[src/rtl/logisim_arb_pkg.sv]
// Shared types and defaults for the logisim output-field arbiters.
package logisim_arb_pkg;

    typedef enum logic [1:0] {
        IDLE  = 2'd0,
        DRIVE = 2'd1,
        GAP   = 2'd2
    } arbState_e;

    localparam int ARB_N_REQ    = 4;
    localparam int ARB_DATA_W   = 4;
    localparam int ARB_HOLD_CYC = 2;

    function automatic int clog2(input int value);
        int result;
        result = 0;
        for (int v = value - 1; v > 0; v = v >> 1) begin
            result++;
        end
        return result;
    endfunction

endpackage

[src/rtl/logisim_rr_pick.sv]
// Combinational round-robin picker: first set request searching upward from
// the pointer, wrapping at N_REQ-1.
module logisim_rr_pick
    import logisim_arb_pkg::*;
#(
    parameter int N_REQ = ARB_N_REQ,
    localparam int SEL_W = clog2(N_REQ)
) (
    input  logic [N_REQ-1:0] req_i,
    input  logic [SEL_W-1:0] ptr_i,
    output logic [N_REQ-1:0] winOneHot_o,
    output logic [SEL_W-1:0] winIdx_o,
    output logic             anyReq_o
);

    // N_REQ is a power of two, so the SEL_W-bit sum wraps to lane 0 by itself.
    always_comb begin
        logic             found;
        logic [SEL_W-1:0] cand;
        logic [SEL_W-1:0] idx;
        found = 1'b0;
        cand  = ptr_i;
        idx   = '0;
        for (int k = 0; k < N_REQ; k++) begin
            cand = ptr_i + SEL_W'(k);
            if (!found && req_i[cand]) begin
                found = 1'b1;
                idx   = cand;
            end
        end
        anyReq_o    = found;
        winIdx_o    = idx;
        winOneHot_o = found ? (N_REQ'(1) << idx) : '0;
    end

endmodule

[src/rtl/logisim_out_arbiter.sv]
// Round-robin arbiter sharing the upper io_out field between requesters.
// Optional lane-0 priority is enabled by defining LOGISIM_ARB_PRIO0_EN.
module logisim_out_arbiter
    import logisim_arb_pkg::*;
#(
    parameter int N_REQ    = ARB_N_REQ,
    parameter int DATA_W   = ARB_DATA_W,
    parameter int HOLD_CYC = ARB_HOLD_CYC,
    localparam int SEL_W   = clog2(N_REQ),
    localparam int CNT_W   = 4
) (
    input  logic                    CLK,
    input  logic                    RST,
    input  logic [N_REQ-1:0]        REQ,
    input  logic [N_REQ*DATA_W-1:0] DATA,
    output logic [N_REQ-1:0]        GNT,
    output logic [DATA_W-1:0]       OUT_DATA,
    output logic                    OUT_VALID,
    output logic [SEL_W-1:0]        OUT_SEL
);

    arbState_e         state_q;
    logic              rstSync_q;
    logic [N_REQ-1:0]  gnt_q;
    logic [DATA_W-1:0] outData_q;
    logic              outValid_q;
    logic [SEL_W-1:0]  outSel_q;
    logic [SEL_W-1:0]  ptr_q;
    logic [SEL_W-1:0]  ptr_d;
    logic [CNT_W-1:0]  holdCnt_q;

    logic [N_REQ-1:0]  rrOneHot;
    logic [SEL_W-1:0]  rrIdx;
    logic              rrAny;
    logic [N_REQ-1:0]  winOneHot;
    logic [SEL_W-1:0]  winIdx;

    logisim_rr_pick #(.N_REQ(N_REQ)) uPick (
        .req_i       (REQ),
        .ptr_i       (ptr_q),
        .winOneHot_o (rrOneHot),
        .winIdx_o    (rrIdx),
        .anyReq_o    (rrAny)
    );

    always_comb begin
        winOneHot = rrOneHot;
        winIdx    = rrIdx;
        ptr_d     = rrIdx + SEL_W'(1);
`ifdef LOGISIM_ARB_PRIO0_EN
        if (REQ[0]) begin
            winOneHot = N_REQ'(1);
            winIdx    = '0;
            ptr_d     = ptr_q;
        end
`endif
    end

    // Reset asserts asynchronously but is released one edge after RST rises.
    always_ff @(posedge CLK or negedge RST) begin
        if (!RST) rstSync_q <= 1'b0;
        else      rstSync_q <= 1'b1;
    end

    // The gap cycle doubles as the arbitration slot, so grants are HOLD_CYC+1 apart.
    always_ff @(posedge CLK or negedge rstSync_q) begin
        if (!rstSync_q) begin
            state_q    <= IDLE;
            gnt_q      <= '0;
            outData_q  <= '0;
            outValid_q <= 1'b0;
            outSel_q   <= '0;
            ptr_q      <= '0;
            holdCnt_q  <= '0;
        end else begin
            case (state_q)
                IDLE, GAP: begin
                    if (rrAny) begin
                        gnt_q      <= winOneHot;
                        outData_q  <= DATA[int'(winIdx)*DATA_W +: DATA_W];
                        outSel_q   <= winIdx;
                        outValid_q <= 1'b1;
                        holdCnt_q  <= CNT_W'(HOLD_CYC - 1);
                        ptr_q      <= ptr_d;
                        state_q    <= DRIVE;
                    end else begin
                        gnt_q   <= '0;
                        state_q <= IDLE;
                    end
                end
                DRIVE: begin
                    gnt_q <= '0;
                    if (holdCnt_q == '0) begin
                        outValid_q <= 1'b0;
                        state_q    <= GAP;
                    end else begin
                        holdCnt_q <= holdCnt_q - CNT_W'(1);
                    end
                end
                default: state_q <= IDLE;
            endcase
        end
    end

    assign GNT       = gnt_q;
    assign OUT_DATA  = outData_q;
    assign OUT_VALID = outValid_q;
    assign OUT_SEL   = outSel_q;

endmodule

[config.mk]
export PLATFORM = sky130hd
export DESIGN_NAME = logisim_out_arbiter
export DESIGN_NICKNAME = d
export VERILOG_FILES = /design/src/rtl/logisim_arb_pkg.sv /design/src/rtl/logisim_rr_pick.sv /design/src/rtl/logisim_out_arbiter.sv
export SDC_FILE = /design/constraint.sdc
export NUM_CORES = 1
export LEC_CHECK = 0
export CORE_ASPECT_RATIO = 0.9
export CORE_MARGIN = 2
export CORE_UTILIZATION = 41
export DETAILED_ROUTE_END_ITERATION = 8
export PLACE_DENSITY = 0.75
export SLEW_MARGIN = 20
export SYNTH_ARGS = -nofsm -noshare
export SYNTH_HDL_FRONTEND = slang
export SYNTH_SLANG_ARGS = --single-unit
[constraint.sdc]
create_clock -name CLK -period 0.8 [get_ports CLK]
set_input_delay 0.16 -clock CLK [delete_from_list [all_inputs] [get_ports CLK]]
set_output_delay 0.16 -clock CLK [all_outputs]
set_load 0.05 [all_outputs]
After elaboration in Yosys (flattened, before gate mapping):

Index checks and enable logic that the tools add are counted.

* add/subtract/negate cells: 5
* magnitude comparators: 4
* equal/unequal tests: 5
* shift operators: 2
* mux-type cells: 27
* reduce and logical (&&, ||, !) cells: 13

Operators with widths (count)
* $pmux 4 s2: 2
* $shiftx 16x5->4: 1
* $lt 2x3->1 const B: 4
* $mux 4: 3
* $mux 1: 11
* $mux 2: 5
* $bmux 1 s2: 4
* $ne 2x2->1 const B: 3
* $reduce_and 3->1: 2
* $add 2x1->2 const B: 2
* $add 2x2->2 const B: 2
* $logic_not 4->1: 1
* $pmux 2 s2: 1
* $shl 1x2->4 const A: 1
* $sub 4x1->4 const B: 1
* $logic_and 1x1->1: 3
* $logic_not 1->1: 3
* $eq 2x1->1 const B: 1
* $eq 2x2->1 const B: 1
* $logic_not 2->1: 1
* $pmux 1 s2: 1
* $reduce_and 2->1: 1
* $reduce_bool 2->1: 1
* $reduce_or 2->1: 1

* flip-flop bits (word level): 20
* output and inout port bits: 11
* word-level logic and storage cells: 64

Longest topological paths before layout:

* word-level depth: 15
* mapped depth: 6

Cells and area by module:

From an unflattened synthesis, not the netlist that was laid out.

* cells, all modules: 120
* area total of the unflattened synthesis: 1151.1 sq um

Modules (own cells, without submodules)
* logisim_out_arbiter: instances 1, cells an instance 88, area each 968.4 sq um
* logisim_rr_pick: instances 1, cells an instance 32, area each 182.7 sq um

Worst setup path after synthesis:

No wires, ideal clock.

* path type: register to register
* from: reg ptr_q[1]
* to: reg outData_q[1] (netlist: OUT_DATA[1])
* setup time: 135 ps
* data arrival time: 1547 ps
* required time: 665 ps
* slack: -882 ps
* stages on the path, launching flop included: 7
* path buffers: 1
* path through: dfrtp_1 > mux2i_1 > o22ai_2 > or2_1 > buf_6 > a2111oi_2 > a211oi_1

* cells in the longest elaborated chain, start to end: 13

RTL lines
* start, declared: RTL line logisim_out_arbiter.sv:28 `logic [SEL_W-1:0] ptr_q;`
* start signal, assigned: RTL line logisim_out_arbiter.sv:84 `ptr_q <= ptr_d;`
* parallel branches: the longest is 13 deep, another holds $add 2x1->2
* end signal, assigned: RTL line logisim_out_arbiter.sv:80 `outData_q <= DATA[int'(winIdx)*DATA_W +: DATA_W];`
* end, declared: RTL line logisim_out_arbiter.sv:25 `logic [DATA_W-1:0] outData_q;`

Several ways; the timed one is not identified. The select of a mux whose other input is x is not followed.
A chain may end at the register's enable or synchronous reset.

Final worst setup path:

* from: reg ptr_q[1]
* to: reg outData_q[0] (netlist: OUT_DATA[0])

Same word-level chain as after synthesis.

==> results.txt <==
----------------------------------------------------
[Detailed routing]
  Post-route DRC ... 0
  Overall routed net length ... 3640 µm
  Vias ... between 1000 and 1500
  Drt via density ... 5.37
  Final ANT Viol Nets ... 0
  1st-iter DRT viols ... 35
  DR WL/cell ... 18.3 µm
  First-pass iteration count of the detailed router ... 4

[Timing]
  Achievable frequency ... 569 MHz
  Total negative slack ... -15420 ps
  Final min period ... about 1800 ps
  Clock skew ... 5.58 ps
  Finish-stage setup viols ... 30
  Share of the cycle needed by the critical path after routing ... 220%
  Unrepaired setup endpoints after global routing ... true
  Worst Hold Margin ... 198 ps
  Worst setup slack after layout ... -957 ps
  Total count of max-transition violations in the final report ... 0
  Number of hold violations in the final report ... 0

[Setup path]
  Critical Setup Path Class ... reg2reg
  CP Launch Type ... register
  Register-to-Register Setup Slack ... -960 ps
  Number of cells on the worst reg-to-reg path ... 6
  Nature of the critical path endpoint ... register
  Maximum fanout along the worst path ... 5
  Required time worst endpoint ... 1000 ps
  R2r endpoint ... OUT_DATA[0]
  Start point of the critical path ... ptr_q[1]
  Data arrival time of the critical path ... roughly 2000 ps
  Reg2Reg Launch Point ... ptr_q[1]
  Worst Setup EP ... OUT_DATA[0]

[Placed design]
  Post-DP Area ... 1720 µm²
  Number of input and output port buffers inserted ... 32
  Place WS ... -1150 ps
  GPL Wtd Cong ... about 0.77
  Total half-perimeter wirelength after legalization and detailed placement ... a little over 2000 µm

[Global route]
  Number of antenna violations at the first check in global routing ... 0
  Wire length of the first global-routing pass ... 5000 µm
  Remaining Overflow, GRT ... 0
  Number of global-route vias before repair ... 1116
  Pin count of the biggest net entering global routing ... 20
  Total Routing Usage GR ... 22.3%

[CTS]
  Sinks on the clock net ... 20
  CTS tree ... built
  Root buf cell ... sky130_fd_sc_hd__clkbuf_4
  Clock latency at the later pin of the worst-skew pair ... 310 ps
  Clock Pin Slew Worst Setup and Hold Paths ... 120 ps
  Number of levels the H-tree was split into ... 1
  Number of buffers on the longest clock path ... 2
  Clock buffers created by TritonCTS ... 3

[Power and ir drop]
  Leak Pwr ... 0.921 nW
  Worst-case vdd ir drop ... between 2 and 3 mV
  Switching share of power ... 43.7%
  Clock network fraction of total power ... 7.3%
  Pwr Density ... 4050 nW/µm²
  Switch Pwr ... 0.00368 W
  Design internal power ... 0.00474 W
  Fraction of power consumed by sequential logic ... 22.5%
  Combinational cell fraction of total power ... between 70 and 80%

[Layout]
  Cell area after layout ... 2080 µm²
  Area of the multi-input gates ... 707 µm²
  Fraction of final layout cells sized beyond drive strength 1 ... 52.6%
  Number of nets in the final layout ... 195
  Core occupancy in the finished layout ... a little over four fifths
  Number of antenna diodes ... 0
  Layout fillers ... 123
  Synthesis-to-layout area growth ... 97.0%
  Register area ... around 500 µm²

[Floorplan]
  Starting utilization of the core area ... 43.1%
  I/O pins ... 33
  Floorplan die width ... between 50 and 60 µm
  Count of standard-cell rows ... 17
  Vert. Die Dim ... 52.1 µm
  Core Region ... ~2400 µm²
  Die Area ... 3000 µm²

[Logic synthesis]
  Post-Syn Area per Cell ... between 10 and 15 µm²
  Share of synthesized area occupied by flip-flops and latches ... 47.4%
  Cells after synthesis ... a little over 100
  Cell area after technology mapping ... between 1000 and 1500 µm²
  Yosys warning count ... 0
  Post-synthesis register bit count ... 20
  Count of cell types in the netlist ... 33
  Net count after synthesis ... approximately 130

[Min path]
  HP Class ... reg2async

[Job]
  Max-capacitance violation count ... 0

[Status]
  Run status ... complete, but fails checks
  Violations in the final reports ... negative setup slack

----------------------------------------------------
-- area by class of cell --
cell class	instances	area share, %
timing repair buffer	68	37.3
tap	28	1.69
sequential	20	24.1
inverter	6	1.08
multi-input combinational	73	34.0
clock buffer	4	1.75
-- cell usage in the layout (no fill, tap or decap), drive strengths merged, types with 2 or more instances in the layout --
cell type / n
o31ai: 2
nand2: 8
nor3b: 5
clkbuf: 4
nand3: 5
a2111oi: 4
or2: 2
dfrtp: 20
a21oi: 6
buf: 46
nor4: 2
o22ai: 3
a211oi: 4
mux2i: 5
dlymetal6s2s: 4
inv: 6
clkdlybuf4s50: 17
o21ai: 4
nor2: 12
-- through the flow --
stage | total power, W | cells
2_1_floorplan | 0.00410 | 103
4_1_cts | 0.00747 | 194
5_1_grt | 0.00879 | 199
6_report | 0.00841 | 199
3_5_place_dp | 0.00630 | 182
3_3_place_gp | 0.00617 | 182
-- how the worst min path moves through the flow --
stage                   to  slack, ps
4_1_cts          OUT_VALID        210
5_1_grt        OUT_DATA[2]        240
3_3_place_gp     OUT_VALID        190
2_1_floorplan    rstSync_q       -140
3_5_place_dp     OUT_VALID        200
6_report        state_q[0]        200
-- sequential cells by signal, indices dropped and copies added, names as in the netlist --
| register | count |
|---|---|
| OUT_DATA | 4 |
| GNT | 4 |
| ptr_q | 2 |
| OUT_VALID | 1 |
| holdCnt_q | 4 |
| OUT_SEL | 2 |
| state_q | 2 |
| rstSync_q | 1 |
-- power by group through the flow --
stage,Sequential [W],Combinational [W],Clock (W)
global route,0.00193,0.00620,0.000662
CTS,0.00183,0.00503,0.000613
finish,0.00189,0.00591,0.000610
global placement,0.00183,0.00434,0
floorplan,0.00255,0.00156,0
detailed placement,0.00185,0.00445,0
-- cells by family (layout without fill, tap and decap cells) --
logic type | count (synthesis) | count (layout) | share of synthesized area (%)
mux | 5 | 5 | 4.75
buf+inv | 10 | 78 | 4.63
xor+xnor | 2 | 2 | 1.66
flops | 20 | 20 | 47.4
simple gates | 38 | 38 | 17.9
fa+ha+maj | 1 | 1 | 1.19
other cells | 1 | 1 | 0.356
compound gates | 26 | 26 | 22.1
-- cell usage after synthesis --
library cell                 n  area share [%]
sky130_fd_sc_hd__o22ai_2     1             1.2
sky130_fd_sc_hd__inv_1       6             2.1
sky130_fd_sc_hd__a21oi_2     1            0.83
sky130_fd_sc_hd__o21ai_0     4             1.9
sky130_fd_sc_hd__or2b_1      1            0.71
sky130_fd_sc_hd__a2111oi_4   2             5.2
sky130_fd_sc_hd__o22ai_1     2             1.2
sky130_fd_sc_hd__xor2_1      1            0.83
sky130_fd_sc_hd__or2_2       1            0.59
sky130_fd_sc_hd__o31ai_1     2             1.4
sky130_fd_sc_hd__buf_6       1             1.1
sky130_fd_sc_hd__and2_1      1            0.59
sky130_fd_sc_hd__nor3b_1     5             3.6
sky130_fd_sc_hd__ha_1        1             1.2
sky130_fd_sc_hd__mux2i_1     5             4.7
sky130_fd_sc_hd__nand3b_1    1            0.71
sky130_fd_sc_hd__nor2_1     12             4.3
sky130_fd_sc_hd__a211oi_1    4             2.8
sky130_fd_sc_hd__a2111oi_2   2             2.8
sky130_fd_sc_hd__buf_4       1            0.71
sky130_fd_sc_hd__or2_1       1            0.59
sky130_fd_sc_hd__conb_1      1            0.36
sky130_fd_sc_hd__xnor2_1     1            0.83
sky130_fd_sc_hd__nor4_1      2             1.2
sky130_fd_sc_hd__dfrtp_1    20              47
sky130_fd_sc_hd__nor3_1      1            0.47
sky130_fd_sc_hd__o21a_1      1            0.71
sky130_fd_sc_hd__clkbuf_1    2            0.71
sky130_fd_sc_hd__nand3_1     5             2.4
sky130_fd_sc_hd__a21oi_1     5             2.4
sky130_fd_sc_hd__a21boi_0    1            0.71
sky130_fd_sc_hd__nand2_1     8             2.8
sky130_fd_sc_hd__a211o_1     1            0.83
-- metal layers --
layer | vias up | GRT usage (%) | routed length [µm]
met1 | 525 | 26.7 | 1510
li1 | 509 | - | -
met5 | - | 0 | 0
met2 | 28 | 39.2 | 1930
met3 | 7 | 4.23 | 129
met4 | 0 | 9.69 | 71
-- critical path, stage by stage, from the launching register on --
cell and delay (ps):
sky130_fd_sc_hd__dfrtp_2 440, sky130_fd_sc_hd__mux2i_1 230, sky130_fd_sc_hd__o22ai_2 110, sky130_fd_sc_hd__or2_4 290, sky130_fd_sc_hd__buf_12 150, sky130_fd_sc_hd__a2111oi_4 370
sky130_fd_sc_hd__a211oi_2 60
-- repair_timing --
action | 4_1_cts | 5_1_grt
endpoints found under the hold margin | 1 | 0
gates resized for setup | 18 | 37
setup endpoints to repair | 30 | 30
setup buffers | 5 | 5
hold buffers | 1 | 0
cloned | 2 | 0
pin swaps | 1 | 8
Power figures use the tool's default switching activity.
